## src/rtl/seq_pkg.sv

```systemverilog
// Shared constants and state type for the datapath sequencer.
// Holds control codes, ULA codes, opcodes and the FSM state encoding.
package seq_pkg;

  localparam int CLEAR  = 0;
  localparam int LOAD   = 1;
  localparam int HOLD   = 2;
  localparam int SHIFTR = 3;

  localparam int ULA_ADD = 0;
  localparam int ULA_SUB = 1;

  localparam int OP_ADD  = 0;
  localparam int OP_SUB  = 1;
  localparam int OP_AVG  = 2;
  localparam int OP_MOVE = 3;

  typedef enum logic [3:0] {
    RST_CLR = 4'd0,
    IDLE    = 4'd1,
    FETCH_A = 4'd2,
    LOAD_A  = 4'd3,
    COMBINE = 4'd4,
    SHIFT   = 4'd5,
    STORE   = 4'd6,
    DONE    = 4'd7
  } state_t;

endpackage

```

## src/rtl/datapath_sequencer_if.sv

```systemverilog
// Host <-> sequencer bundle: start/opcode in, control codes and status out.
// master = host side, slave = sequencer side. Optional err under SEQ_OPCODE_ERR_EN.
interface datapath_sequencer_if #(
  parameter int CW  = 4,
  parameter int OPW = 3
);
  logic           start;
  logic [OPW-1:0] opcode;
  logic           busy;
  logic           done;
  logic           in_sel;
  logic [CW-1:0]  tx;
  logic [CW-1:0]  ty;
  logic [CW-1:0]  tz;
  logic [CW-1:0]  tula;
  logic [3:0]     state_dbg;
`ifdef SEQ_OPCODE_ERR_EN
  logic           err;

  modport master (
    output start, opcode,
    input  busy, done, in_sel,
    input  tx, ty, tz, tula,
    input  state_dbg, err
  );
  modport slave (
    input  start, opcode,
    output busy, done, in_sel,
    output tx, ty, tz, tula,
    output state_dbg, err
  );
`else
  modport master (
    output start, opcode,
    input  busy, done, in_sel,
    input  tx, ty, tz, tula,
    input  state_dbg
  );
  modport slave (
    input  start, opcode,
    output busy, done, in_sel,
    output tx, ty, tz, tula,
    output state_dbg
  );
`endif
endinterface

```

## src/rtl/seq_decode.sv

```systemverilog
// Moore output decode: state + latched opcode -> datapath control codes.
// Ports: state, op in; tx/ty/tz/tula, in_sel, busy, done out.
module seq_decode
  import seq_pkg::*;
#(
  parameter int CW  = 4,
  parameter int OPW = 3
) (
  input  state_t         state,
  input  logic [OPW-1:0] op,
  output logic [CW-1:0]  tx,
  output logic [CW-1:0]  ty,
  output logic [CW-1:0]  tz,
  output logic [CW-1:0]  tula,
  output logic           in_sel,
  output logic           busy,
  output logic           done
);

  logic is_sub;
  assign is_sub = (op == OPW'(OP_SUB));

  always_comb begin
    // Unused encodings decode like RST_CLR.
    tx     = CW'(CLEAR);
    ty     = CW'(CLEAR);
    tz     = CW'(CLEAR);
    tula   = CW'(ULA_ADD);
    in_sel = 1'b0;
    busy   = 1'b1;
    done   = 1'b0;
    unique case (state)
      IDLE: begin
        tx   = CW'(HOLD);
        ty   = CW'(HOLD);
        tz   = CW'(HOLD);
        busy = 1'b0;
      end
      FETCH_A: begin
        tx = CW'(LOAD);
        tz = CW'(HOLD);
      end
      LOAD_A: begin
        tx     = CW'(LOAD);
        ty     = CW'(LOAD);
        tz     = CW'(HOLD);
        in_sel = 1'b1;
      end
      COMBINE: begin
        tx   = CW'(HOLD);
        ty   = CW'(LOAD);
        tz   = CW'(HOLD);
        tula = is_sub ? CW'(ULA_SUB)
                      : CW'(ULA_ADD);
      end
      SHIFT: begin
        tx = CW'(HOLD);
        ty = CW'(SHIFTR);
        tz = CW'(HOLD);
      end
      STORE: begin
        ty = CW'(HOLD);
        tz = CW'(LOAD);
      end
      DONE: begin
        tx   = CW'(HOLD);
        ty   = CW'(HOLD);
        tz   = CW'(HOLD);
        busy = 1'b0;
        done = 1'b1;
      end
      default: ;
    endcase
  end

endmodule

```

## src/rtl/datapath_sequencer.sv

```systemverilog
// Start/busy/done sequencer for the X/Y/Z/ULA datapath.
// Ports: clock, reset (async high), bus (slave: start, opcode -> codes,
// busy, done, in_sel, state_dbg). SEQ_OPCODE_ERR_EN adds err for opcodes 4-7.
module datapath_sequencer
  import seq_pkg::*;
#(
  parameter int CW  = 4,
  parameter int OPW = 3
) (
  input logic                  clock,
  input logic                  reset,
  datapath_sequencer_if.slave  bus
);

  state_t         state_q;
  state_t         state_d;
  logic [OPW-1:0] op_q;

`ifdef SEQ_OPCODE_ERR_EN
  logic err_q;
  logic err_d;
  logic op_ok;
  assign op_ok = (bus.opcode < OPW'(4));
`endif

  always_ff @(posedge clock or posedge reset) begin
    if (reset) begin
      state_q <= RST_CLR;
      op_q    <= '0;
    end else begin
      state_q <= state_d;
      if (state_q == IDLE && bus.start)
        op_q <= bus.opcode;
    end
  end

`ifdef SEQ_OPCODE_ERR_EN
  always_ff @(posedge clock or posedge reset) begin
    if (reset) err_q <= 1'b0;
    else       err_q <= err_d;
  end
  assign bus.err = err_q;
`endif

  always_comb begin
    state_d = RST_CLR;
`ifdef SEQ_OPCODE_ERR_EN
    err_d   = 1'b0;
`endif
    unique case (state_q)
      RST_CLR: state_d = IDLE;
      IDLE: begin
        state_d = IDLE;
        if (bus.start) begin
          state_d = FETCH_A;
`ifdef SEQ_OPCODE_ERR_EN
          // Illegal opcode skips the datapath entirely.
          if (!op_ok) begin
            state_d = DONE;
            err_d   = 1'b1;
          end
`endif
        end
      end
      FETCH_A: state_d = LOAD_A;
      LOAD_A:
        state_d = (op_q == OPW'(OP_MOVE)) ? STORE : COMBINE;
      COMBINE:
        state_d = (op_q == OPW'(OP_AVG)) ? SHIFT : STORE;
      SHIFT:   state_d = STORE;
      STORE:   state_d = DONE;
      DONE:    state_d = IDLE;
      default: state_d = RST_CLR;
    endcase
  end

  assign bus.state_dbg = state_q;

  seq_decode #(
    .CW  (CW),
    .OPW (OPW)
  ) u_decode (
    .state  (state_q),
    .op     (op_q),
    .tx     (bus.tx),
    .ty     (bus.ty),
    .tz     (bus.tz),
    .tula   (bus.tula),
    .in_sel (bus.in_sel),
    .busy   (bus.busy),
    .done   (bus.done)
  );

endmodule

```

## src/flat_wrapper.sv

```systemverilog
// flat-port wrapper written by rule: the top's interface ports become plain ports
module datapath_sequencer_flat import seq_pkg::*;
#(
  parameter int CW  = 4,
  parameter int OPW = 3
)
  (clock, reset, bus_start, bus_opcode, bus_busy, bus_done, bus_in_sel, bus_tx, bus_ty, bus_tz, bus_tula, bus_state_dbg);
  datapath_sequencer_if #(.CW(CW), .OPW(OPW)) bus_i ();
  input logic clock;
  input logic reset;
  input wire logic [$bits(bus_i.start)-1:0] bus_start;
  input wire logic [$bits(bus_i.opcode)-1:0] bus_opcode;
  output wire logic [$bits(bus_i.busy)-1:0] bus_busy;
  output wire logic [$bits(bus_i.done)-1:0] bus_done;
  output wire logic [$bits(bus_i.in_sel)-1:0] bus_in_sel;
  output wire logic [$bits(bus_i.tx)-1:0] bus_tx;
  output wire logic [$bits(bus_i.ty)-1:0] bus_ty;
  output wire logic [$bits(bus_i.tz)-1:0] bus_tz;
  output wire logic [$bits(bus_i.tula)-1:0] bus_tula;
  output wire logic [$bits(bus_i.state_dbg)-1:0] bus_state_dbg;
  assign bus_i.start = bus_start;
  assign bus_i.opcode = bus_opcode;
  assign bus_busy = bus_i.busy;
  assign bus_done = bus_i.done;
  assign bus_in_sel = bus_i.in_sel;
  assign bus_tx = bus_i.tx;
  assign bus_ty = bus_i.ty;
  assign bus_tz = bus_i.tz;
  assign bus_tula = bus_i.tula;
  assign bus_state_dbg = bus_i.state_dbg;
  datapath_sequencer #(.CW(CW), .OPW(OPW)) u_core (.clock(clock), .reset(reset), .bus(bus_i));
endmodule
```

## config.mk

```make
export PLATFORM = sky130hd
export DESIGN_NAME = datapath_sequencer_flat
export DESIGN_NICKNAME = d
export VERILOG_FILES = /design/src/rtl/seq_pkg.sv /design/src/rtl/datapath_sequencer_if.sv /design/src/rtl/seq_decode.sv /design/src/rtl/datapath_sequencer.sv /design/src/flat_wrapper.sv
export SDC_FILE = /design/constraint.sdc
export NUM_CORES = 1
export LEC_CHECK = 0
export CORE_MARGIN = 2
export CORE_UTILIZATION = 37
export DETAILED_ROUTE_END_ITERATION = 12
export GPL_ROUTABILITY_DRIVEN = 0
export PLACE_DENSITY = 0.77
export REMOVE_ABC_BUFFERS = 1
export SETUP_SLACK_MARGIN = 0.4
export SYNTH_ARGS = -nofsm -noshare
export SYNTH_HDL_FRONTEND = slang
export SYNTH_HIERARCHICAL = 1
export SYNTH_SLANG_ARGS = --single-unit
```

## constraint.sdc

```tcl
create_clock -name clock -period 2.1 [get_ports clock]
set_clock_uncertainty 0.05 [all_clocks]
set_input_delay 0.63 -clock clock [delete_from_list [all_inputs] [get_ports clock]]
set_output_delay 0.63 -clock clock [all_outputs]
set_load 0.01 [all_outputs]
```

==> qor.yml <==
grt-ovfl-total: 0
hold_violations: 0
antenna_cells: 0
max_freq_mhz: 485
grt_usage_pct: 12.5
wl_mm: 1.05
wl_per_cell_um: 11.1
avgSynthCellArea_um2: 9.85
hpwl_um: 803
status: "completed"
holdWs_ns: 0.523
hold_buffers: 0
final.period_utilization_pct: 98.1
clock-sinks: 6
power.density_mw_per_mm2: 1500
die_y_um: 42.3
ir_drop_v: 0.000453
die_area_mm2: 0.00179
switching_share_pct: 39.6
cap_violations: 0
drive_gt1_share_pct: 37.5
clock_path_buffers: 2
vias_per_cell: 4.72
synth_cell_type_count: 28
seq_area_frac_synth_pct: 27.7
rows: 13
yosys.area_share.simple_pct: 25.2
cts_buffers: 3
syn-cell-area_um2: 542
cp.arrival_ns: 1.38
cp_max_fo: 3
p_sw_w: 0.000452
core_mm2: 0.00133
synth_edf_count: 0
power_leakage_nw: 0.382
antenna_found_initial: 0
intPower_w: 0.000690
io_pins: 29
place_ws_ns: -0.105
synthArstFlopShare_pct: 100
cts_tree: "done"
synth_cells: 55
grt_setup_unrepaired: "true"
worstSetupStartpointType: "flop"
layout_common_cells: "11 x conb_1, 5 x clkdlybuf4s50_1, 5 x buf_2, 5 x buf_4, 5 x dfrtp_1"
grt_start_max_net_pins: 14
setup_viol: 0
drtIter0Drc: 5
drc: 0
synth_compound_area_share_pct: 12.9
synth_fa_ha_area_share_pct: 0
setup_ws_ns: 0.0394
ant_nets: 0
maxSlewViolCount: 0
pwr-share-seq_pct: 20.8
die_x_um: 42.3
synth_top_family_by_area: "simple AND/OR/NAND/NOR gates"
p_comb_share_pct: 70.1
num_vias: 448
clkPwrFrac_pct: 9.1
grt_pass1_wl_mm: 1.71
portBuffers: 18
synth.area.mux_share_pct: 10.2
cts.reportedPaths.clkPinSlew_ns: 0.04
worstSetupPathType: "flop to output pin"
synthXorXnorAreaFrac_pct: 3.23
grt_pass1_vias: 422
clk_latency_ns: 0.24
dr.pass1.iters: 4
crit_path_end_kind: "output pin"
clockRootBuffer: "clkbuf_4"
nNetsFinal: 88
cp.required_ns: 1.42
start_util_pct: 40.6
yosysWarnings: 6
min_period_ns: 2.06
ys_ff_latch: 6
synth_ff_type: "dfrtp_1"
areaGrowthSynthToFinish_pct: 40.4
htree_levels: 1
mostFrequentLayoutCell: "conb_1"
fin_util_pct: 57.0
hold_path.class: "flop to flop"
-- power by group through the flow --
stage | logic [W] | registers (W) | clock network, W
after floorplan | 0.000349 | 0.000307 | 0
after global placement | 0.000801 | 0.000231 | 0
after detailed placement | 0.000810 | 0.000233 | 0
after CTS | 0.000774 | 0.000234 | 0.000107
after global routing | 0.000862 | 0.000246 | 0.000115
final | 0.000801 | 0.000237 | 0.000104
-- synth_stat cells (2+ instances only) --
| master | instances | area, um^2 |
|---|---|---|
| xnor2_1 | 2 | 17.5 |
| dfrtp_1 | 6 | 150 |
| conb_1 | 2 | 7.51 |
| buf_4 | 11 | 82.6 |
| nor2_1 | 2 | 7.51 |
| mux2_4 | 3 | 45.0 |
| inv_1 | 3 | 11.3 |
| nand2b_1 | 2 | 12.5 |
| o21ai_0 | 3 | 15.0 |
| nand2_1 | 3 | 11.3 |
-- kinds of logic (layout without fill, tap and decap cells) --
| kind of cell | Yosys count | in the layout |
|---|---|---|
| XOR/XNOR | 2 | 2 |
| buffers and inverters | 15 | 31 |
| flip-flops | 6 | 6 |
| other | 2 | 11 |
| AND/OR/NAND/NOR | 16 | 16 |
| AO/OA/AOI/OAI | 10 | 10 |
| multiplexers | 4 | 4 |
-- final cells by class --
class	instances	area [um^2]
Timing Repair Buffer	25	218
Fill cell	116	573
Multi-Input combinational cell	43	339
Clock buffer	3	22.5
Inverter	3	11.3
Sequential cell	6	151
Tap cell	15	18.8
-- path summary, 6_finish.rpt --
check / from / endpoint / slack (ns) / cells after the start
max: u_core/bus.state_dbg[1]$_DFF_PP0_ / bus_tula[0] / 0.04 / 3
min: u_core/op_q[0]$_DFFE_PP0P_ / u_core/bus.state_dbg[1]$_DFF_PP0_ / 0.52 / 1
max reg2reg: u_core/bus.state_dbg[2]$_DFF_PP0_ / u_core/op_q[1]$_DFFE_PP0P_ / 0.54 / 4
min reg2reg: u_core/op_q[0]$_DFFE_PP0P_ / u_core/bus.state_dbg[1]$_DFF_PP0_ / 0.52 / 1
max in group asynchronous: reset / u_core/bus.state_dbg[0]$_DFF_PP0_ / 1.26 / 2
min in group asynchronous: reset / u_core/bus.state_dbg[1]$_DFF_PP0_ / 0.55 / 2
-- flip-flops by register name, summed over array words and instances, names as in the netlist --
register	flops
u_core/bus.state_dbg	3
u_core/op_q	3
-- layer usage --
| metal | up-vias | track usage [%] | wire length (um) |
|---|---|---|---|
| li1 | 219 | - | - |
| met2 | 16 | 21.8 | 592 |
| met5 | - | 0 | 0 |
| met3 | 2 | 0 | 36 |
| met1 | 211 | 13.7 | 418 |
| met4 | 0 | 11.3 | 4 |
-- through the flow --
| step | area, um^2 | TNS, ns | cells | power, W |
|---|---|---|---|---|
| after floorplan | 482 | 0 | 52 | 0.000656 |
| after global placement | 746 | -0.122 | 92 | 0.00103 |
| after detailed placement | 746 | -0.150 | 92 | 0.00104 |
| after CTS | 753 | 0 | 95 | 0.00112 |
| after global routing | 761 | -0.0149 | 95 | 0.00122 |
| final | 761 | 0 | 95 | 0.00114 |
-- critical path, stage by stage (launching register included) --
cell and delay [ns]:
dfrtp_1 0.37, or3b_4 0.40, nor4_4 0.20, buf_2 0.16
-- repair_timing --
action / 4_1_cts / 5_1_grt
setup buffers: 0 / 0
gates resized for setup: 39 / 3
pin swaps: 2 / 2
endpoints found under the setup margin: 13 / 12
endpoints found under the hold margin: 0 / 0
(Power assumes the default switching activity.)
